<file path="src/rtl/dlf_pi_pkg.sv">
// Shared types, format constants and saturation helper for the PI loop filter.
// Latency: n/a (types and pure functions only).
// Backpressure: n/a.
`timescale 1ns/1ps
package dlf_pkg;

    // Loop state: ACQ uses wide gains, TRACK uses narrow gains.
    typedef enum logic {
        ACQ   = 1'b0,
        TRACK = 1'b1
    } dlf_state_t;

    localparam int DLF_FRAC  = 6;   // fractional bits of the integrator
    localparam int DLF_OUT_W = 10;  // DCO code width
    localparam int DLF_INT_W = 16;  // integrator width (Q10.6, unsigned)
    localparam int DLF_SUM_W = 18;  // signed width of every intermediate sum

    // Clamp a signed sum into [0, hi]; hi is always non-negative.
    function automatic logic signed [DLF_SUM_W-1:0] dlf_sat(
        input logic signed [DLF_SUM_W-1:0] v,
        input logic signed [DLF_SUM_W-1:0] hi
    );
        if (v < 0)
            return '0;
        else if (v > hi)
            return hi;
        else
            return v;
    endfunction

endpackage

</file>
<file path="src/rtl/dlf_pi_if.sv">
// Loop-filter bus: enable and TDC error in, DCO code and lock flag out.
// Latency: n/a (wiring only).
// Backpressure: none; the loop consumes one error sample per enabled edge.
`timescale 1ns/1ps
interface dlf_pi_if;
    logic              en;
    logic signed [3:0] in;
    logic [9:0]        out;
    logic              locked;

    modport master (output en, in, input out, locked);
    modport slave  (input en, in, output out, locked);
endinterface

</file>
<file path="src/rtl/dlf_pi_lock_fsm.sv">
// Lock detector: ACQ/TRACK state, small/large error run counters, gain select.
// Latency: state, locked and gain_sel are registered; gains follow one edge later.
// Backpressure: none; en=0 freezes every register.
`timescale 1ns/1ps
module dlf_lock_fsm
    import dlf_pkg::*;
#(
    parameter int LOCK_CNT = 32
) (
    input  logic              clk_fb,
    input  logic              rstn,
    input  logic              en,
    input  logic signed [3:0] err,
    output dlf_state_t        gain_sel,
    output logic              locked
);

    localparam int CNT_W = $clog2(LOCK_CNT + 1);
    localparam logic [CNT_W-1:0] CNT_FULL = CNT_W'(LOCK_CNT);

    dlf_state_t       state;
    logic [CNT_W-1:0] small_cnt;
    logic [CNT_W-1:0] small_nxt;
    logic             big_seen;
    logic             err_small;
    logic             err_big;

    // Classify the current error and work out the saturating small-run count.
    always_comb begin
        err_small = (err >= -4'sd1) && (err <= 4'sd1);
        err_big   = (err >= 4'sd6) || (err <= -4'sd6);
        small_nxt = '0;
        if (err_small)
            small_nxt = (small_cnt == CNT_FULL) ? CNT_FULL : small_cnt + 1'b1;
    end

    // Lock state machine; locked and gain_sel are registered copies of the state.
    always_ff @(posedge clk_fb) begin
        if (!rstn) begin
            state     <= ACQ;
            small_cnt <= '0;
            big_seen  <= 1'b0;
            locked    <= 1'b0;
            gain_sel  <= ACQ;
        end else if (en) begin
            unique case (state)
                ACQ: begin
                    big_seen  <= 1'b0;
                    small_cnt <= small_nxt;
                    // A full run of small errors already seen declares lock.
                    if (small_cnt == CNT_FULL) begin
                        state    <= TRACK;
                        locked   <= 1'b1;
                        gain_sel <= TRACK;
                    end
                end
                TRACK: begin
                    // Two large errors back to back drop back to acquisition.
                    if (err_big && big_seen) begin
                        state     <= ACQ;
                        locked    <= 1'b0;
                        gain_sel  <= ACQ;
                        big_seen  <= 1'b0;
                        small_cnt <= '0;
                    end else begin
                        big_seen  <= err_big;
                        small_cnt <= small_nxt;
                    end
                end
                default: begin
                    state    <= ACQ;
                    locked   <= 1'b0;
                    gain_sel <= ACQ;
                end
            endcase
        end
    end

endmodule

</file>
<file path="src/rtl/dlf_pi.sv">
// PI digital loop filter: TDC error -> Q10.6 integrator -> 10-bit DCO code (optional DSM via DLF_DSM_EN).
// Latency: one clk_fb edge from in to out.
// Backpressure: none; en=0 holds integrator, output, lock state and dither accumulator.
`timescale 1ns/1ps
module dlf_pi
    import dlf_pkg::*;
#(
    parameter int INIT_CODE    = 512,
    parameter int KP_SHIFT_ACQ = 0,
    parameter int KI_SHIFT_ACQ = 2,
    parameter int KP_SHIFT_TRK = 2,
    parameter int KI_SHIFT_TRK = 5,
    parameter int LOCK_CNT     = 32
) (
    input  logic     clk_fb,
    input  logic     rstn,
    dlf_pi_if.slave  bus
);

    localparam logic [DLF_INT_W-1:0]        INTEG_RST = DLF_INT_W'(INIT_CODE * (1 << DLF_FRAC));
    localparam logic [DLF_OUT_W-1:0]        OUT_RST   = DLF_OUT_W'(INIT_CODE);
    localparam logic signed [DLF_SUM_W-1:0] INTEG_MAX = DLF_SUM_W'((1 << DLF_INT_W) - 1);
    localparam logic signed [DLF_SUM_W-1:0] OUT_MAX   = DLF_SUM_W'((1 << DLF_OUT_W) - 1);

    dlf_state_t                    gain_sel;
    logic                          locked_q;
    logic [2:0]                    kp_sh;
    logic [2:0]                    ki_sh;
    logic [DLF_INT_W-1:0]          integ;
    logic [DLF_INT_W-1:0]          integ_new;
    logic [DLF_OUT_W-1:0]          out_q;
    logic [DLF_OUT_W-1:0]          out_new;
    logic signed [DLF_SUM_W-1:0]   err_scaled;
    logic signed [DLF_SUM_W-1:0]   p_term;
    logic signed [DLF_SUM_W-1:0]   i_term;
    logic signed [DLF_SUM_W-1:0]   integ_sum;
    logic signed [DLF_SUM_W-1:0]   fsum;
    logic signed [DLF_SUM_W-1:0]   out_int;
`ifdef DLF_DSM_EN
    logic [DLF_FRAC-1:0]           dsm_acc;
    logic [DLF_FRAC:0]             dsm_sum;
`endif

    dlf_lock_fsm #(
        .LOCK_CNT (LOCK_CNT)
    ) u_lock (
        .clk_fb   (clk_fb),
        .rstn     (rstn),
        .en       (bus.en),
        .err      (bus.in),
        .gain_sel (gain_sel),
        .locked   (locked_q)
    );

    assign bus.out    = out_q;
    assign bus.locked = locked_q;

    // Datapath: gains come from the registered state, so a transition edge still uses the old ones.
    always_comb begin
        kp_sh      = (gain_sel == TRACK) ? 3'(KP_SHIFT_TRK) : 3'(KP_SHIFT_ACQ);
        ki_sh      = (gain_sel == TRACK) ? 3'(KI_SHIFT_TRK) : 3'(KI_SHIFT_ACQ);
        err_scaled = {{(DLF_SUM_W-4-DLF_FRAC){bus.in[3]}}, bus.in, {DLF_FRAC{1'b0}}};
        p_term     = err_scaled >>> kp_sh;
        i_term     = err_scaled >>> ki_sh;
        integ_sum  = $signed({2'b00, integ}) + i_term;
        integ_new  = DLF_INT_W'(dlf_sat(integ_sum, INTEG_MAX));
        fsum       = $signed({2'b00, integ_new}) + p_term;
`ifdef DLF_DSM_EN
        // First-order dither: fractional bits accumulate, carry bumps the integer code.
        dsm_sum    = {1'b0, dsm_acc} + {1'b0, fsum[DLF_FRAC-1:0]};
        out_int    = (fsum >>> DLF_FRAC) + $signed({{(DLF_SUM_W-1){1'b0}}, dsm_sum[DLF_FRAC]});
`else
        out_int    = fsum >>> DLF_FRAC;
`endif
        out_new    = DLF_OUT_W'(dlf_sat(out_int, OUT_MAX));
    end

    // Integrator and output code registers.
    always_ff @(posedge clk_fb) begin
        if (!rstn) begin
            integ <= INTEG_RST;
            out_q <= OUT_RST;
        end else if (bus.en) begin
            integ <= integ_new;
            out_q <= out_new;
        end
    end

`ifdef DLF_DSM_EN
    // Dither accumulator keeps only the fractional residue.
    always_ff @(posedge clk_fb) begin
        if (!rstn)
            dsm_acc <= '0;
        else if (bus.en)
            dsm_acc <= dsm_sum[DLF_FRAC-1:0];
    end
`endif

endmodule

</file>
<file path="src/flat_wrapper.sv">
// flat-port wrapper written by rule: the top's interface ports become plain ports
module dlf_pi_flat import dlf_pkg::*;
#(
    parameter int INIT_CODE    = 512,
    parameter int KP_SHIFT_ACQ = 0,
    parameter int KI_SHIFT_ACQ = 2,
    parameter int KP_SHIFT_TRK = 2,
    parameter int KI_SHIFT_TRK = 5,
    parameter int LOCK_CNT     = 32
)
  (clk_fb, rstn, bus_en, bus_in, bus_out, bus_locked);
  dlf_pi_if bus_i ();
  input  logic clk_fb;
  input  logic rstn;
  input wire logic [$bits(bus_i.en)-1:0] bus_en;
  input wire logic [$bits(bus_i.in)-1:0] bus_in;
  output wire logic [$bits(bus_i.out)-1:0] bus_out;
  output wire logic [$bits(bus_i.locked)-1:0] bus_locked;
  assign bus_i.en = bus_en;
  assign bus_i.in = bus_in;
  assign bus_out = bus_i.out;
  assign bus_locked = bus_i.locked;
  dlf_pi #(.INIT_CODE(INIT_CODE), .KP_SHIFT_ACQ(KP_SHIFT_ACQ), .KI_SHIFT_ACQ(KI_SHIFT_ACQ), .KP_SHIFT_TRK(KP_SHIFT_TRK), .KI_SHIFT_TRK(KI_SHIFT_TRK), .LOCK_CNT(LOCK_CNT)) u_core (.clk_fb(clk_fb), .rstn(rstn), .bus(bus_i));
endmodule
</file>
<file path="config.mk">
export PLATFORM = sky130hd
export DESIGN_NAME = dlf_pi_flat
export DESIGN_NICKNAME = d
export VERILOG_FILES = /design/src/rtl/dlf_pi_pkg.sv /design/src/rtl/dlf_pi_if.sv /design/src/rtl/dlf_pi_lock_fsm.sv /design/src/rtl/dlf_pi.sv /design/src/flat_wrapper.sv
export SDC_FILE = /design/constraint.sdc
export NUM_CORES = 1
export LEC_CHECK = 0
export BUFFER_PORTS_ARGS = -buffer_cell sky130_fd_sc_hd__buf_2
export CAP_MARGIN = 20
export CORE_AREA = 3 3 129 69
export CTS_CLUSTER_DIAMETER = 120
export DETAILED_ROUTE_END_ITERATION = 8
export DIE_AREA = 0 0 132 72
export SLEW_MARGIN = 20
export SYNTH_ARGS = -nofsm -noshare
export SYNTH_HDL_FRONTEND = slang
export SYNTH_SLANG_ARGS = --single-unit
</file>
<file path="constraint.sdc">
create_clock -name clk_fb -period 7.7 [get_ports clk_fb]
set_clock_uncertainty 0.2 [all_clocks]
set_input_delay 2.31 -clock clk_fb [delete_from_list [all_inputs] [get_ports clk_fb]]
set_output_delay 2.31 -clock clk_fb [all_outputs]
set_load 0.03 [all_outputs]
</file>
After elaboration in Yosys (flattened, before gate mapping):

Cells that the tools add are included.

* output and inout port bits: 11
* bits in registers: 35
* logic and storage cells: 45
* input bits: 7

* eq/ne operators: 3
* shift operators: 2
* magnitude comparators: 8
* add/sub/neg operators: 3
* reduce and logical (&&, ||, !) cells: 4
* multiplexer cells: 18
* bitwise operators: 1

Operators by type and width (count)
* adder 17 x 18 -> 18 bit: 2
* two-way mux 16 bit: 2
* two-way mux 10 bit: 2
* > comparator 18 x 17 -> 1 bit (second input constant): 1
* less-than comparator 18 x 1 -> 1 bit (second input constant): 1
* two-way mux 6 bit: 3
* >>> shifter 10 x 2 -> 18 bit: 1
* >>> shifter 10 x 3 -> 18 bit: 1
* > comparator 12 x 11 -> 1 bit (second input constant): 1
* less-than comparator 12 x 1 -> 1 bit (second input constant): 1
* one-hot mux 6 bit (2 select lines): 1
* adder 6 x 1 -> 6 bit (second input constant): 1
* == test 6 bit (second input constant): 1
* one-hot mux 1 bit (2 select lines): 3
* two-way mux 1 bit: 5
* >= comparator 4 x 1 -> 1 bit (second input constant): 1
* >= comparator 4 bit (second input constant): 1
* <= comparator 4 x 2 -> 1 bit (second input constant): 1
* <= comparator 4 bit (second input constant): 1
* two-way mux 3 bit: 1
* AND reduction 3 bit: 1
* logical AND 1 bit: 2
* two-way mux 2 bit: 1
* inequality test 2 x 1 -> 1 bit (second input constant): 1
* other kinds (3): 3

Depth between registers and ports, before layout:

Gate-level depths: netlist of the first run.

* depth in word-level cells: 10
* mapped depth: 25
* gate-level depth less buffers: 19

Modules after synthesis:

From an unflattened synthesis of the first run, not the netlist that was laid out.

* cell total of the unflattened synthesis: 427
* area, all modules: 3228.1 sq um

By module, submodules not included
* dlf_pi: cells an instance 364, area each 2692.6 sq um, times used 1, seq. area each 520.5 sq um
* dlf_lock_fsm: cells an instance 63, area each 535.5 sq um, times used 1, seq. area each 180.2 sq um

Worst setup path after synthesis of the first run:

No wires, ideal clock.

* kind: input -> register
* start point: input port bus_in[3]
* end point: register u_core.out_q[6], in the netlist u_core.bus.out[6]
* slack: 617 ps
* library setup time: 69 ps
* stages: 24
* path buffers: 6
* arrival time: 6814 ps
* data required time: 7431 ps
* cell sequence: buf_2 -> buf_1 -> clkbuf_1 -> nand2_1 -> o21ai_0 -> ha_1 -> buf_4 -> a21oi_1 -> o211ai_1 -> a21oi_2 -> a31o_2 -> buf_4 -> and3_1 -> nor2_1 -> clkbuf_1 -> a21oi_1 -> ha_1 -> a21o_1 -> a21o_1 -> a41o_4 -> a21oi_4 -> o21ai_1 -> mux2_4 -> o21ai_1

* longest elaborated chain between the ends: 9
* elaborated cells on any way between the ends: 12
* classes of those cells: add/sub (2); order compare (4); shift (2); mux (4)

RTL lines
* from (decl): RTL line flat_wrapper.sv:16 `input wire logic [$bits(bus_i.in)-1:0] bus_in;`
* >>> shifter 10 x 3 -> 18 bit *: RTL line dlf_pi.sv:64 `i_term = err_scaled >>> ki_sh;`
* adder 17 x 18 -> 18 bit *: RTL line dlf_pi.sv:65 `integ_sum = $signed({2'b00, integ}) + i_term;`
* > comparator 18 x 17 -> 1 bit: RTL line dlf_pi_pkg.sv:25 `else if (v > hi)`
* two-way mux 16 bit: RTL line dlf_pi_pkg.sv:25
* two-way mux 16 bit *: RTL line dlf_pi_pkg.sv:23 `if (v < 0)`
* via u_core.integ_new[6]: RTL line dlf_pi.sv:30 `logic [DLF_INT_W-1:0] integ_new;`
* adder 17 x 18 -> 18 bit *: RTL line dlf_pi.sv:67 `fsum = $signed({2'b00, integ_new}) + p_term;`
* > comparator 12 x 11 -> 1 bit: RTL line dlf_pi_pkg.sv:25
* two-way mux 10 bit: RTL line dlf_pi_pkg.sv:25
* two-way mux 10 bit *: RTL line dlf_pi_pkg.sv:23
* to (signal assigned): RTL line dlf_pi.sv:85 `out_q <= out_new;`
* to (decl): RTL line dlf_pi.sv:31 `logic [DLF_OUT_W-1:0] out_q;`

Mark *: on every way through the listed nets, which the timed path passes. The rest lies on a longest branch.
A chain may end at the register's enable or synchronous reset.

Final worst setup path of the first run:

* start point: input port bus_in[0]
* end point: register u_core.out_q[9], in the netlist u_core.bus.out[9]

Same word-level chain as after synthesis.

==> results of run 1 <==
==> area by class of cell <==
cell class / count / area, um^2
Sequential cell: 35 / 701
Clock inverter: 2 / 35.0
Inverter: 10 / 37.5
Multi-Input combinational cell: 394 / 2690
Timing Repair Buffer: 21 / 115
Clock buffer: 6 / 139
Fill cell: 787 / 4000
Tap cell: 112 / 140
==> through the flow <==
| step | hold slack [ns] | worst slack (ns) | util [%] | instances |
|---|---|---|---|---|
| 4_1_cts | 0.263 | 0.904 | 49.1 | 580 |
| 3_3_place_gp | 0.254 | 0.745 | 46.9 | 572 |
| 6_report | 0.262 | 0.885 | 49.1 | 580 |
| 3_5_place_dp | 0.254 | 0.633 | 46.9 | 572 |
| 5_1_grt | 0.285 | 0.482 | 49.1 | 580 |
| 2_1_floorplan | 0.240 | 0.617 | - | 469 |
==> cells by family after synthesis <==
logic type                 count (synthesis)  synth area share (%)
adders and majority gates                 24                  8.60
xor gates and xnor gates                  22                  5.91
AOI/OAI and AO/OA                        178                  35.4
buffers and inverters                     40                  5.35
other                                      1                 0.105
and+or+nand+nor                          159                  21.8
DFF                                       35                  19.6
muxes                                     10                  3.29
==> state kept, by name, summed over array words and instances, names as in the netlist <==
| name | flops |
|---|---|
| u_core.u_lock.small_cnt | 6 |
| u_core.bus.out | 10 |
| u_core.u_lock.state | 1 |
| u_core.integ | 16 |
| u_core.u_lock.big_seen | 1 |
| u_core.u_lock.locked | 1 |
==> metal layers <==
metal	share of wire, %	vias up
li1	-	1739
met2	37	125
met4	0.85	0
met1	55	1542
met3	6.4	9
met5	0	-
==> cell usage after synthesis, drive strengths merged (10+ instances only) <==
cell | instances | share of area, %
inv | 10 | 1.0
clkbuf | 13 | 1.4
dfxtp | 35 | 20
o211ai | 16 | 3.8
ha | 23 | 8.0
a21oi | 60 | 8.9
nor2b | 10 | 1.7
nor2 | 44 | 4.6
nand2 | 42 | 4.4
o21ai | 39 | 5.7
buf | 17 | 2.9
xor2 | 10 | 2.4
a211oi | 11 | 3.1
nand3 | 17 | 2.7
xnor2 | 12 | 3.5
==> worst paths after layout <==
check	start	end	slack, ns	cells after the start
setup / recovery	bus_in[0]	u_core.bus.out[9]	0.88	17
hold / removal	u_core.bus.out[0]	u_core.bus.out[0]	0.26	2
setup reg to reg	u_core.u_lock.locked	u_core.bus.out[9]	2.55	18
hold reg to reg	u_core.bus.out[0]	u_core.bus.out[0]	0.26	2
==> power groups by stage <==
stage	logic, mW	clock network (mW)	registers (mW)
6_report	0.357	0.238	0.206
3_3_place_gp	0.351	0	0.209
4_1_cts	0.350	0.241	0.205
3_5_place_dp	0.348	0	0.209
5_1_grt	0.394	0.248	0.207
2_1_floorplan	0.263	0	0.223
==> worst reg2reg max path, stage by stage (launching register included) <==
cell                       delay [ns]
sky130_fd_sc_hd__dfxtp_1         0.47
sky130_fd_sc_hd__inv_1           0.19
sky130_fd_sc_hd__nand2_1         0.12
sky130_fd_sc_hd__nand2_1         0.06
sky130_fd_sc_hd__ha_1            0.36
sky130_fd_sc_hd__a21oi_1         0.21
sky130_fd_sc_hd__and2_1          0.23
sky130_fd_sc_hd__a211o_1         0.21
sky130_fd_sc_hd__nand3_4         0.27
sky130_fd_sc_hd__and3_1          0.33
sky130_fd_sc_hd__nor2_1          0.37
sky130_fd_sc_hd__a21oi_1         0.18
sky130_fd_sc_hd__ha_1            0.37
sky130_fd_sc_hd__and3_1          0.21
sky130_fd_sc_hd__a31oi_4         0.23
sky130_fd_sc_hd__a211oi_2        0.12
sky130_fd_sc_hd__o31a_1          0.45
sky130_fd_sc_hd__a221oi_1        0.36
sky130_fd_sc_hd__o21ai_2         0.08
==> impl_summary.log, run 1 <==
[metrics] run status: finished clean
[metrics] Final Hold Vio Count: 0
[metrics] die outline width: about 130 um
[metrics] Root Buffer: sky130_fd_sc_hd__clkbuf_16
[metrics] net total in the final layout: 498
[metrics] final non-filler cell area: a little under 4000 um^2
[metrics] GR Layer Usage met3: under 10%
[metrics] number of violations reported at the end of detailed-routing iteration 0: 327
[metrics] switching part of the total power: between 30% and 40%
[metrics] Crit path buffers/inverters: 1
[metrics] initial cell density of the core: around 46%
[metrics] critical path launch point type: input pin
[metrics] CTS Buffer Depth: 2
[metrics] net load switching power: 0.316 mW
[metrics] Max Clk Rate: ~150 MHz
[metrics] number of buffers inserted for hold repair after clock tree synthesis: 0
[metrics] maximum resistive drop on vdd: around 85 uV
[metrics] peak-usage layer in the global routing report: met1
[metrics] internal portion of total power: between 0.4 and 0.5 mW
[metrics] relative max-transition margin: between 40 and 50%
[metrics] final max-slew violation count: 0
[metrics] clock sink count: 35
[metrics] total global routing track utilization: between 20% and 30%
[metrics] Yosys warning count: 0
[metrics] Most used DFF post-synth: sky130_fd_sc_hd__dfxtp_1
[metrics] clock latency reported for the late side of the worst-skew pair: between 0.2 and 0.3 ns
[metrics] Routed WL per cell: 16.6 um
[metrics] met2 capacity usage during global routing: roughly 28%
[metrics] most frequent standard cell in the layout excluding fill and tap cells: sky130_fd_sc_hd__a21oi_1
[metrics] initial antenna violation count: 0
[metrics] Avg Inst Size Synth: around 7.6 um^2
[metrics] share of the clock period used by the worst path: 88.5%
[metrics] global route total overflow: 0
[metrics] clock period minus final worst setup slack: 6.82 ns
[metrics] die extent in y: between 70 and 80 um
[metrics] critical path, cell by cell: buf_2 > and2_1 > fa_1 > a211oi_2 > o211ai_1 > a21oi_2 > a31o_2 > nor3_1 > nor2_1 > a21oi_1 > ha_1 > and3_1 > a31oi_4 > a211oi_2 > o31a_1 > a221oi_1 > o21ai_2
[metrics] number of buffers inserted to repair setup after CTS: 0
[metrics] Critical Setup Path Class: in2reg
[metrics] CP dominant cell by count: sky130_fd_sc_hd__a211oi_2
[metrics] met1 demand-to-capacity share in global routing: about 34%
[metrics] Site Rows: 23
[metrics] type of the tightest min-delay check: reg2reg
[metrics] number of top-level pins: 18
[metrics] WP data required: between 7 and 8 ns
[metrics] Via density: just under 6
[metrics] number of register bits inferred by synthesis: 35
[metrics] post-detailed-route count of antenna-violating nets: 0
[metrics] Inserted Diodes: 0
[metrics] Arr. time, crit path: a little under 7 ns
[metrics] sort of element at the end of the critical path: register
[metrics] Async SR Flop Fraction: 0%
[metrics] number of unique standard cell types used by synthesis: slightly above 70
[metrics] cells resized by post-CTS repair: 0
[metrics] part of the Yosys area used for sequential elements: between 10% and 20%
[metrics] detailed-route via count: ~3400
[metrics] routability congestion estimate: around 0.95
[metrics] Worst path slowest cell: sky130_fd_sc_hd__fa_1
[metrics] Post-synth EDFFs: 0
[metrics] clock network fraction of total power: 29.7%
[metrics] TritonCTS clock tree: yes
[metrics] first-pass iteration count of the detailed router: 5
[metrics] area of the mapped netlist: between 3000 and 4000 um^2
[metrics] area growth from synthesis to layout: 7.69%
[metrics] cts bufs inserted: 5
[metrics] global-route wire length before repair: 16.3 mm
[metrics] placed inst area: about 3700 um^2
[metrics] Leak Pwr: roughly 1.5 nW
[metrics] critical path peak fanout: 19
[metrics] highest cell delay on the worst timing path: roughly 0.48 ns
[metrics] full die area: ~9500 um^2
[metrics] total power density per cell area: approximately 210 nW/um^2
[metrics] Setup-failing EPs final: 0
[metrics] max-cap check violation count: 0
[metrics] DRC errors left: 0
[metrics] sequential cell fraction of total power: between 20% and 30%
[metrics] most frequent cells in the layout: sky130_fd_sc_hd__a21oi_1 (57), sky130_fd_sc_hd__nor2_1 (44), sky130_fd_sc_hd__nand2_1 (42)
[metrics] unrepaired setup endpoints after global routing: false
[metrics] count of input and output buffers: 17
[metrics] CORE AREA: 7860 um^2
[metrics] dpl hpwl: roughly 7.3 mm
[metrics] number of instances in the synthesized netlist: 469
[metrics] via count of the first global-routing pass: 3091
[metrics] Logic pwr share: between 40% and 50%
[metrics] clock transition time at the flip-flop clock pins of the worst setup and hold paths: about 0.050 ns
[metrics] Final Routed Wirelength: 9.66 mm
[metrics] Final TNS setup: 0 ns
[metrics] largest net degree at the start of global routing: 40
[metrics] total power consumption of the routed design: roughly 0.8 mW
[metrics] net count of the mapped netlist: 500
[metrics] fraction of layout instances using a drive strength above 1: 12.0%
[metrics] Max H-tree Level: 2
[metrics] worst slew pin tran: ~0.81 ns
[metrics] family of cells with the greatest summed delay on the critical path: compound AO/OA/AOI/OAI gates
No activity file was read; power rests on OpenSTA's default activity.
==> inputs of run 2 (changes only) <==
--- a/config.mk
+++ b/config.mk
@@ -7,11 +7,13 @@
 export LEC_CHECK = 0
 export BUFFER_PORTS_ARGS = -buffer_cell sky130_fd_sc_hd__buf_2
 export CAP_MARGIN = 20
-export CORE_AREA = 3 3 129 69
+export CORE_AREA = 3 3 123 66
 export CTS_CLUSTER_DIAMETER = 120
+export CTS_CLUSTER_SIZE = 28
 export DETAILED_ROUTE_END_ITERATION = 8
-export DIE_AREA = 0 0 132 72
+export DIE_AREA = 0 0 126 69
 export SLEW_MARGIN = 20
 export SYNTH_ARGS = -nofsm -noshare
 export SYNTH_HDL_FRONTEND = slang
+export SYNTH_HIERARCHICAL = 1
 export SYNTH_SLANG_ARGS = --single-unit
==> run 2 against run 1 <==
Against the previous run: flip-flop and latch count is the same; combinational power shrank 14%; worst hold slack is essentially flat; via count shrank 2.7%; synthesized area shrank 9.8%; non-clock buffer count grew 4; largest cell class unchanged; count of clock-buffer cells in the layout shrank 1.
==> impl_summary.log, run 2 <==
[metrics] family of cells with the greatest summed delay on the critical path: compound AO/OA/AOI/OAI gates (unchanged)
[metrics] Critical R2R Launch: u_core/u_lock/locked (was u_core.u_lock.locked)
[metrics] run status: finished clean (unchanged)
[metrics] Post-Synth XOR/XNOR Area: 6.20% (was 5.91%)
[metrics] most frequent cells in the layout: sky130_fd_sc_hd__nand2_1 (46), sky130_fd_sc_hd__a21oi_1 (46), sky130_fd_sc_hd__dfxtp_1 (35) (was sky130_fd_sc_hd__a21oi_1 (57), sky130_fd_sc_hd__nor2_1 (44), sky130_fd_sc_hd__nand2_1 (42))
[metrics] net count of the mapped netlist: 458 (was 500)
[metrics] Final Routed Wirelength: 9.46 mm (was 9.66 mm)
[metrics] cts bufs inserted: 5 (unchanged)
[metrics] sort of element at the end of the critical path: register (unchanged)
[metrics] Final TNS setup: 0 ns (unchanged)
[metrics] hold path depth: 2 (unchanged)
[metrics] relative max-transition margin: 41.3% (was 45.9%)
[metrics] area growth from synthesis to layout: 10.6% (was 7.69%)
[metrics] CTS Buffer Depth: 2 (unchanged)
[metrics] global route total overflow: 0 (unchanged)
[metrics] area of the mapped netlist: 3230 um^2 (was 3580 um^2)
[metrics] maximum resistive drop on vdd: 86.7 uV (was 85.1 uV)
[metrics] critical path launch point type: input pin (unchanged)
[metrics] number of non-filler instances in the completed layout: 534 (was 580)
[metrics] first-pass iteration count of the detailed router: 5 (unchanged)
[metrics] ranking of synthesized cells by area: sky130_fd_sc_hd__dfxtp_1 (22%), sky130_fd_sc_hd__ha_1 (8.9%), sky130_fd_sc_hd__a21oi_1 (7.1%), sky130_fd_sc_hd__nand2_1 (5.3%), sky130_fd_sc_hd__xnor2_1 (3.8%) (was sky130_fd_sc_hd__dfxtp_1 (20%), sky130_fd_sc_hd__ha_1 (8.0%), sky130_fd_sc_hd__a21oi_1 (8.0%), sky130_fd_sc_hd__nor2_1 (4.6%), sky130_fd_sc_hd__nand2_1 (4.4%))
[metrics] Via density: 6.22 (was 5.89)
[metrics] fraction of layout instances using a drive strength above 1: 11.0% (was 12.0%)
[metrics] clock transition time at the flip-flop clock pins of the worst setup and hold paths: 0.06 ns (was 0.05 ns)
[metrics] cell taking the most area after synthesis: sky130_fd_sc_hd__dfxtp_1 (unchanged)
[metrics] initial cell density of the core: 45.1% (was 45.6%)
[metrics] fraction of synthesized area in multiplexers: 1.90% (was 3.29%)
[metrics] number of placed cells counting well taps: 526 (was 572)
[metrics] highest cell delay on the worst timing path: 0.38 ns (was 0.48 ns)
[metrics] number of buffers inserted to repair setup after CTS: 0 (unchanged)
[metrics] worst slew pin tran: 0.880 ns (was 0.811 ns)
[metrics] full die area: 8690 um^2 (was 9500 um^2)
[metrics] Critical Setup Path Class: in2reg (unchanged)
[metrics] critical path, cell by cell: buf_2 > nand2_1 > nand2_1 > ha_1 > a21o_1 > a21oi_1 > nand3_1 > a41oi_4 > nand3_1 > o21ai_1 > o21a_1 > ha_1 > and3_1 > a41oi_2 > a21oi_1 > o21ba_2 > a21oi_1 > mux2_1 > a32o_1 (was buf_2 > and2_1 > fa_1 > a211oi_2 > o211ai_1 > a21oi_2 > a31o_2 > nor3_1 > nor2_1 > a21oi_1 > ha_1 > and3_1 > a31oi_4 > a211oi_2 > o31a_1 > a221oi_1 > o21ai_2)
[metrics] share of the synthesized area in the top cell type: 21.7% (was 19.6%)
[metrics] Root Buffer: sky130_fd_sc_hd__clkbuf_16 (unchanged)
[metrics] die outline width: 126 um (was 132 um)
[metrics] Simple-Gate Fraction of Synth Area: 20.9% (was 21.8%)
[metrics] initial antenna violation count: 0 (unchanged)
[metrics] number of buffers inserted for hold repair after clock tree synthesis: 0 (unchanged)
[metrics] Setup-failing EPs final: 0 (unchanged)
[metrics] Post-synth EDFFs: 0 (unchanged)
[metrics] CP dominant cell by count: sky130_fd_sc_hd__a21oi_1 (was sky130_fd_sc_hd__a211oi_2)
[metrics] top post-synthesis cells by count: sky130_fd_sc_hd__a21oi_1 (46), sky130_fd_sc_hd__nand2_1 (46), sky130_fd_sc_hd__dfxtp_1 (35) (was sky130_fd_sc_hd__a21oi_1 (57), sky130_fd_sc_hd__nor2_1 (44), sky130_fd_sc_hd__nand2_1 (42))
[metrics] unrepaired setup endpoints after global routing: false (unchanged)
[metrics] Site Rows: 22 (was 23)
[metrics] clock period minus final worst setup slack: 6.78 ns (was 6.82 ns)
[metrics] Max Clk Rate: 148 MHz (was 147 MHz)
[metrics] final max-slew violation count: 0 (unchanged)
[metrics] net total in the final layout: 468 (was 498)
[metrics] part of the Yosys area used for sequential elements: 21.7% (was 19.6%)
[metrics] post-detailed-route count of antenna-violating nets: 0 (unchanged)
[metrics] TritonCTS clock tree: yes (unchanged)
[metrics] largest net degree at the start of global routing: 31 (was 40)
[metrics] cells resized by post-CTS repair: 0 (unchanged)
[metrics] hold worst-path end: u_core/bus.out[1] (was u_core.bus.out[0])
[metrics] total power consumption of the routed design: 0.752 mW (was 0.801 mW)
[metrics] die extent in y: 69 um (was 72 um)
[metrics] type of the tightest min-delay check: reg2reg (unchanged)
[metrics] via count of the first global-routing pass: 2925 (was 3091)
[metrics] max-cap check violation count: 0 (unchanged)
[metrics] Leak Pwr: 1.51 nW (was 1.52 nW)
[metrics] total global routing track utilization: 21.9% (was 20.9%)
[metrics] capture point of the worst reg-to-reg path: u_core/bus.out[6] (was u_core.bus.out[9])
[metrics] number of top-level pins: 18 (unchanged)
[metrics] start point of the critical path: bus_in[3] (was bus_in[0])
[metrics] top register by number of flip-flops: u_core/integ (was u_core.integ)
[metrics] worst hold path startpoint: u_core/bus.out[1] (was u_core.bus.out[0])
[metrics] detailed-route via count: 3323 (was 3415)
[metrics] number of register bits inferred by synthesis: 35 (unchanged)
[metrics] Crit path buffers/inverters: 1 (unchanged)
[metrics] fraction of the mapped netlist area in compound gates: 34.3% (was 35.4%)
[metrics] Most used DFF post-synth: sky130_fd_sc_hd__dfxtp_1 (unchanged)
[metrics] placed inst area: 3400 um^2 (was 3680 um^2)
[metrics] DRC errors left: 0 (unchanged)
[metrics] critical path peak fanout: 15 (was 19)
[metrics] main combinational cell family by area after synthesis: compound AO/OA/AOI/OAI gates (unchanged)
[metrics] Inserted Diodes: 0 (unchanged)
[metrics] Synth Area in Adders: 9.53% (was 8.60%)
[metrics] routability congestion estimate: 0.988 (was 0.953)
[metrics] number of unique standard cell types used by synthesis: 71 (was 72)
[metrics] Avg Inst Size Synth: 7.56 um^2 (was 7.63 um^2)
[metrics] Arr. time, crit path: 6.76 ns (was 6.77 ns)
[metrics] Final Hold Vio Count: 0 (unchanged)
[metrics] R2R Setup Slk: 2.65 ns (was 2.55 ns)
[metrics] number of violations reported at the end of detailed-routing iteration 0: 366 (was 327)
[metrics] Yosys warning count: 6 (was 0)
[metrics] Routed WL per cell: 17.7 um (was 16.6 um)
[metrics] number of instances in the synthesized netlist: 427 (was 469)
[metrics] WP data required: 7.68 ns (was 7.66 ns)
[metrics] clock sink count: 35 (unchanged)
[metrics] clock latency reported for the late side of the worst-skew pair: 0.29 ns (was 0.28 ns)
[metrics] CORE AREA: 7160 um^2 (was 7860 um^2)
[metrics] count of input and output buffers: 17 (unchanged)
[metrics] share of the clock period used by the worst path: 88.0% (was 88.5%)
[metrics] flip-flop count of the largest register after layout: 16 (unchanged)
[metrics] total power density per cell area: 211 nW/um^2 (was 208 nW/um^2)
[metrics] number of cells on the worst reg-to-reg path: 19 (was 18)
[metrics] dpl hpwl: 7.00 mm (was 7.29 mm)
[metrics] total number of cells along the worst setup path: 19 (was 17)
[metrics] Worst path slowest cell: sky130_fd_sc_hd__a41oi_4 (was sky130_fd_sc_hd__fa_1)
[metrics] Max H-tree Level: 2 (unchanged)
[metrics] Async SR Flop Fraction: 0% (unchanged)
[metrics] final non-filler cell area: 3570 um^2 (was 3850 um^2)
[metrics] global-route wire length before repair: 15.7 mm (was 16.3 mm)
-- run 2: cell count changes after synthesis, moves of 5 or more --
cell                      delta
sky130_fd_sc_hd__a21oi_1    -11
sky130_fd_sc_hd__buf_2       -5
sky130_fd_sc_hd__inv_1      +11
sky130_fd_sc_hd__nor2_1     -14
sky130_fd_sc_hd__nor2b_1     -6
sky130_fd_sc_hd__o21a_1      +7
sky130_fd_sc_hd__o21ai_1     -6
-- run 2: layout make-up --
type / instances / area, um^2
inverters: 22 / 82.6
clock buffers: 5 / 125
multi-input cells: 348 / 2350
clock inverters: 3 / 43.8
flip-flops and latches: 35 / 701
repair buffers: 25 / 145
well taps: 96 / 120
fillers: 687 / 3590
-- run 2: where the power goes --
group	internal, mW	leakage, nW	switching, mW	total [mW]
sequential	0.196	0.286	0.00806	0.204
clock	0.153	0.0838	0.0873	0.240
combinational	0.111	1.14	0.196	0.307
total	0.460	1.51	0.292	0.752
-- run 2: worst max-delay path by stage --
| stage | slack, ns | to |
|---|---|---|
| floorplan | 0.93 | u_core/bus.out[6] |
| global placement | 0.88 | u_core/bus.out[6] |
| detailed placement | 0.73 | u_core/bus.out[6] |
| CTS | 1.01 | u_core/bus.out[6] |
| global route | 0.61 | u_core/bus.out[6] |
| finish | 0.92 | u_core/bus.out[6] |
-- run 2: per-layer routing --
metal | up-vias | share of wire [%] | routed length, um | track usage, %
met5 | - | 0 | 0 | 0
met1 | 1543 | 53 | 5010 | 35.3
met4 | 0 | 0.51 | 48 | 3.45
li1 | 1596 | - | - | -
met3 | 10 | 9.2 | 872 | 5.96
met2 | 174 | 37 | 3520 | 28.4
-- run 2: cell families after synthesis --
| logic type | after synthesis |
|---|---|
| AO/OA/AOI/OAI | 159 |
| AND/OR/NAND/NOR | 136 |
| buffers and inverters | 44 |
| flip-flops | 35 |
| adder cells (fa/ha/maj) | 24 |
| XOR/XNOR | 22 |
| multiplexers | 6 |
| other | 1 |
-- run 2: worst register-to-register path: cells and delay by family (launching register included) --
kind / cells / cell delay (ns)
buf+inv: 2 / 0.43
mux: 1 / 0.35
xor+xnor: 1 / 0.12
flops: 1 / 0.56
fa+ha+maj: 2 / 0.58
simple gates: 5 / 0.88
compound gates: 8 / 1.85
-- run 2: per-stage QoR --
stage                     setup slack [ns]  hold WS, ns  utilization [%]
final                                0.922        0.262             49.9
after global routing                 0.608        0.278             49.9
after CTS                             1.01        0.264             49.9
after detailed placement             0.731        0.254             47.5
after global placement               0.879        0.249             47.5
after floorplan                      0.934        0.245                -
==> inputs of run 3 (changes only) <==
--- a/config.mk
+++ b/config.mk
@@ -5,13 +5,15 @@
 export SDC_FILE = /design/constraint.sdc
 export NUM_CORES = 1
 export LEC_CHECK = 0
+export ABC_AREA = 1
 export BUFFER_PORTS_ARGS = -buffer_cell sky130_fd_sc_hd__buf_2
 export CAP_MARGIN = 20
-export CORE_AREA = 3 3 123 66
+export CORE_AREA = 3 3 126 67
 export CTS_CLUSTER_DIAMETER = 120
 export CTS_CLUSTER_SIZE = 28
 export DETAILED_ROUTE_END_ITERATION = 8
-export DIE_AREA = 0 0 126 69
+export DIE_AREA = 0 0 129 70
+export RECOVER_POWER = 25
 export SLEW_MARGIN = 20
 export SYNTH_ARGS = -nofsm -noshare
 export SYNTH_HDL_FRONTEND = slang
==> run 3 against run 2 <==
Against the previous run: count of clock-buffer cells in the layout rose by 2; flip-flop and latch count unchanged; final area is 2.3% higher; fmax up 8.3%; synthesized cell count increased by 30%; combinational power shrank 13%; largest cell class unchanged; sequential power hardly changed; non-clock buffer count decreased by 8.
==> impl_summary.log, run 3 <==
[metrics] routability congestion estimate: 0.924 (was 0.988)
[metrics] number of placed cells counting well taps: 659 (was 526)
[metrics] top post-synthesis cells by count: sky130_fd_sc_hd__nand2_1 (199), sky130_fd_sc_hd__inv_1 (64), sky130_fd_sc_hd__a21oi_1 (44) (was sky130_fd_sc_hd__a21oi_1 (46), sky130_fd_sc_hd__nand2_1 (46), sky130_fd_sc_hd__dfxtp_1 (35))
[metrics] peak-usage layer in the global routing report: met2 (was met1)
[metrics] total power density per cell area: 182 nW/um^2 (was 211 nW/um^2)
[metrics] worst hold path startpoint: u_core/bus.out[3] (was u_core/bus.out[1])
[metrics] number of instances in the synthesized netlist: 556 (was 427)
[metrics] dominant cell by count in the synthesized netlist: sky130_fd_sc_hd__nand2_1
[metrics] Root Buffer: sky130_fd_sc_hd__clkbuf_16 (unchanged)
[metrics] number of top-level pins: 18 (unchanged)
[metrics] flip-flop count of the largest register after layout: 16 (unchanged)
[metrics] Final Hold Vio Count: 0 (unchanged)
[metrics] detailed-route via count: 3496 (was 3323)
[metrics] area of the mapped netlist: 3380 um^2 (was 3230 um^2)
[metrics] worst setup slack after placement: 1.19 ns (was 0.731 ns)
[metrics] critical path launch point type: input pin (unchanged)
[metrics] clock period minus final worst setup slack: 6.26 ns (was 6.78 ns)
[metrics] global-route wire length before repair: 14.7 mm (was 15.7 mm)
[metrics] global route total overflow: 0 (unchanged)
[metrics] Post-Synth XOR/XNOR Area: 4.15% (was 6.20%)
[metrics] Synth Area in Adders: 9.12% (was 9.53%)
[metrics] hold path depth: 2 (unchanged)
[metrics] number of buffers inserted to repair setup after CTS: 0 (unchanged)
[metrics] run status: finished clean (unchanged)
[metrics] R2R Setup Slk: 3.26 ns (was 2.65 ns)
[metrics] total global routing track utilization: 20.1% (was 21.9%)
[metrics] max-cap check violation count: 0 (unchanged)
[metrics] internal portion of total power: 0.399 mW (was 0.460 mW)
[metrics] area growth from synthesis to layout: 8.19% (was 10.6%)
[metrics] switching part of the total power: 39.9% (was 38.8%)
[metrics] post-detailed-route count of antenna-violating nets: 0 (unchanged)
[metrics] Setup-failing EPs final: 0 (unchanged)
[metrics] CORE AREA: 7320 um^2 (was 7160 um^2)
[metrics] number of cells on the worst reg-to-reg path: 27 (was 19)
[metrics] largest net degree at the start of global routing: 26 (was 31)
[metrics] Yosys warning count: 6 (unchanged)
[metrics] critical path peak fanout: 25 (was 15)
[metrics] relative max-transition margin: 36.3% (was 41.3%)
[metrics] cts bufs inserted: 5 (unchanged)
[metrics] type of the tightest min-delay check: reg2reg (unchanged)
[metrics] share of the clock period used by the worst path: 81.3% (was 88.0%)
[metrics] Inserted Diodes: 0 (unchanged)
[metrics] clock latency reported for the late side of the worst-skew pair: 0.28 ns (was 0.29 ns)
[metrics] fraction of synthesized area in multiplexers: 0% (was 1.90%)
[metrics] Most used DFF post-synth: sky130_fd_sc_hd__dfxtp_1 (unchanged)
[metrics] initial antenna violation count: 0 (unchanged)
[metrics] final max-slew violation count: 0 (unchanged)
[metrics] Arr. time, crit path: 6.20 ns (was 6.76 ns)
[metrics] Final Routed Wirelength: 8.88 mm (was 9.46 mm)
[metrics] count of input and output buffers: 17 (unchanged)
[metrics] first-pass iteration count of the detailed router: 5 (unchanged)
[metrics] Final TNS setup: 0 ns (unchanged)
[metrics] top register by number of flip-flops: u_core/integ (unchanged)
[metrics] share of the synthesized area in the top cell type: 22.1% (was 21.7%)
[metrics] DRC errors left: 0 (unchanged)
[metrics] Simple-Gate Fraction of Synth Area: 43.3% (was 20.9%)
[metrics] fraction of the mapped netlist area in compound gates: 13.2% (was 34.3%)
[metrics] main combinational cell family by area after synthesis: simple AND/OR/NAND/NOR gates (was compound AO/OA/AOI/OAI gates)
[metrics] final setup slack of the worst path: 1.44 ns (was 0.922 ns)
[metrics] worst slew pin tran: 0.955 ns (was 0.880 ns)
[metrics] net total in the final layout: 601 (was 468)
[metrics] Routed WL per cell: 13.3 um (was 17.7 um)
[metrics] Async SR Flop Fraction: 0% (unchanged)
[metrics] fraction of layout instances using a drive strength above 1: 8.76% (was 11.0%)
[metrics] Critical Setup Path Class: in2reg (unchanged)
[metrics] net count of the mapped netlist: 587 (was 458)
[metrics] Leak Pwr: 1.84 nW (was 1.51 nW)
[metrics] number of non-filler instances in the completed layout: 667 (was 534)
[metrics] number of register bits inferred by synthesis: 35 (unchanged)
[metrics] cell taking the most area after synthesis: sky130_fd_sc_hd__nand2_1 (was sky130_fd_sc_hd__dfxtp_1)
[metrics] TritonCTS clock tree: yes (unchanged)
[metrics] unrepaired setup endpoints after global routing: false (unchanged)
[metrics] Critical R2R Launch: u_core/u_lock/locked (unchanged)
[metrics] met1 demand-to-capacity share in global routing: 29.8% (was 35.3%)
[metrics] die extent in y: 70 um (was 69 um)
[metrics] via count of the first global-routing pass: 3052 (was 2925)
[metrics] Max Clk Rate: 160 MHz (was 148 MHz)
[metrics] capture point of the worst reg-to-reg path: u_core/bus.out[8] (was u_core/bus.out[6])
[metrics] Post-synth EDFFs: 0 (unchanged)
[metrics] sort of element at the end of the critical path: register (unchanged)
[metrics] clock network fraction of total power: 29.5% (was 31.9%)
[metrics] most frequent standard cell in the layout excluding fill and tap cells: sky130_fd_sc_hd__nand2_1
[metrics] Max H-tree Level: 2 (unchanged)
[metrics] met2 capacity usage during global routing: 30.3% (was 28.4%)
[metrics] Via density: 5.24 (was 6.22)
[metrics] maximum resistive drop on vdd: 78.4 uV (was 86.7 uV)
[metrics] CTS Buffer Depth: 2 (unchanged)
[metrics] die outline width: 129 um (was 126 um)
[metrics] number of unique standard cell types used by synthesis: 40 (was 71)
[metrics] most frequent cells in the layout: sky130_fd_sc_hd__nand2_1 (199), sky130_fd_sc_hd__inv_1 (64), sky130_fd_sc_hd__a21oi_1 (44) (was sky130_fd_sc_hd__nand2_1 (46), sky130_fd_sc_hd__a21oi_1 (46), sky130_fd_sc_hd__dfxtp_1 (35))
[metrics] sequential cell fraction of total power: 30.3% (was 27.2%)
[metrics] cells resized by post-CTS repair: 0 (unchanged)
[metrics] part of the Yosys area used for sequential elements: 20.8% (was 21.7%)
[metrics] net load switching power: 0.265 mW (was 0.292 mW)
[metrics] GR Layer Usage met3: 3.90% (was 5.96%)
[metrics] Avg Inst Size Synth: 6.07 um^2 (was 7.56 um^2)
[metrics] initial cell density of the core: 46.1% (was 45.1%)
[metrics] dpl hpwl: 7.20 mm (was 7.00 mm)
[metrics] ranking of synthesized cells by area: sky130_fd_sc_hd__nand2_1 (22%), sky130_fd_sc_hd__dfxtp_1 (21%), sky130_fd_sc_hd__ha_1 (8.5%), sky130_fd_sc_hd__inv_1 (7.1%), sky130_fd_sc_hd__a21oi_1 (6.5%) (was sky130_fd_sc_hd__dfxtp_1 (22%), sky130_fd_sc_hd__ha_1 (8.9%), sky130_fd_sc_hd__a21oi_1 (7.1%), sky130_fd_sc_hd__nand2_1 (5.3%), sky130_fd_sc_hd__xnor2_1 (3.8%))
[metrics] hold worst-path end: u_core/bus.out[3] (was u_core/bus.out[1])
[metrics] total power consumption of the routed design: 0.664 mW (was 0.752 mW)
[metrics] clock sink count: 35 (unchanged)
[metrics] share of the core filled with cells: 49.9% (about the same)
[metrics] clock transition time at the flip-flop clock pins of the worst setup and hold paths: 0.06 ns (about the same)
[metrics] number of buffers inserted for hold repair after clock tree synthesis: 0 (unchanged)
[metrics] full die area: 9030 um^2 (was 8690 um^2)
[metrics] number of violations reported at the end of detailed-routing iteration 0: 254 (was 366)
[metrics] Logic pwr share: 40.2% (was 40.9%)
[metrics] WP data required: 7.64 ns (was 7.68 ns)
[metrics] Site Rows: 22 (unchanged)
==> run 3: cells by family after synthesis <==
group           Yosys count
buf+inv                  80
other cells               1
compound gates           80
xor+xnor                 16
simple gates            320
flops                    35
fa+ha+maj                24
==> run 3: layout make-up <==
| class | instances | area (um^2) |
|---|---|---|
| Clock buffer | 7 | 133 |
| Clock inverter | 1 | 5.00 |
| Fill cell | 826 | 3670 |
| Inverter | 70 | 264 |
| Multi-Input combinational cell | 441 | 2360 |
| Sequential cell | 35 | 701 |
| Tap cell | 96 | 120 |
| Timing Repair Buffer | 17 | 71.3 |
==> run 3: worst max-delay path by stage <==
stage / start / end / slack [ns] / cells after the start
2_1_floorplan: bus_in[3] / u_core/bus.out[9] / 1.91 / 29
3_3_place_gp: bus_in[3] / u_core/bus.out[8] / 1.29 / 27
3_5_place_dp: bus_in[3] / u_core/bus.out[8] / 1.19 / 27
4_1_cts: bus_in[3] / u_core/bus.out[1] / 1.48 / 27
5_1_grt: bus_in[3] / u_core/bus.out[8] / 0.99 / 28
6_report: bus_in[3] / u_core/bus.out[8] / 1.44 / 27
==> run 3: critical path, cell delays in order <==
cell and delay (ns):
sky130_fd_sc_hd__buf_2 0.41, sky130_fd_sc_hd__nand2_1 0.22, sky130_fd_sc_hd__o21ai_0 0.13, sky130_fd_sc_hd__ha_1 0.31, sky130_fd_sc_hd__a21oi_1 0.23, sky130_fd_sc_hd__nand2_1 0.08, sky130_fd_sc_hd__nand2_1 0.07, sky130_fd_sc_hd__nand3_2 0.08
sky130_fd_sc_hd__nand2_2 0.12, sky130_fd_sc_hd__nand2_4 0.10, sky130_fd_sc_hd__nand3_4 0.18, sky130_fd_sc_hd__nand2_2 0.11, sky130_fd_sc_hd__inv_2 0.11, sky130_fd_sc_hd__nand2_1 0.06, sky130_fd_sc_hd__nand2_1 0.09, sky130_fd_sc_hd__inv_1 0.05
sky130_fd_sc_hd__ha_1 0.34, sky130_fd_sc_hd__a21oi_1 0.21, sky130_fd_sc_hd__nor2_1 0.06, sky130_fd_sc_hd__a211oi_1 0.21, sky130_fd_sc_hd__nand2_2 0.12, sky130_fd_sc_hd__nand3_1 0.09, sky130_fd_sc_hd__nand4_1 0.07, sky130_fd_sc_hd__nand2_1 0.11
sky130_fd_sc_hd__clkinv_2 0.15, sky130_fd_sc_hd__nand2_1 0.10, sky130_fd_sc_hd__a21oi_1 0.05
==> run 3: through the flow <==
step                instance area, um^2  hold WS (ns)
floorplan                          3380         0.249
global placement                   3530         0.251
detailed placement                 3530         0.255
CTS                                3670         0.264
global route                       3650         0.295
finish                             3650         0.263
==> run 3: power groups by stage <==
stage	clock network (mW)	logic, mW	registers, mW
after floorplan	0	0.195	0.215
after global placement	0	0.267	0.204
after detailed placement	0	0.266	0.205
after CTS	0.204	0.267	0.201
after global routing	0.213	0.300	0.202
final	0.196	0.267	0.201
==> run 3: routing by layer <==
metal	part of all wire, %	wire length (um)
met5	0	0
met4	0.50	44
met3	5.9	520
met2	42	3720
met1	52	4590
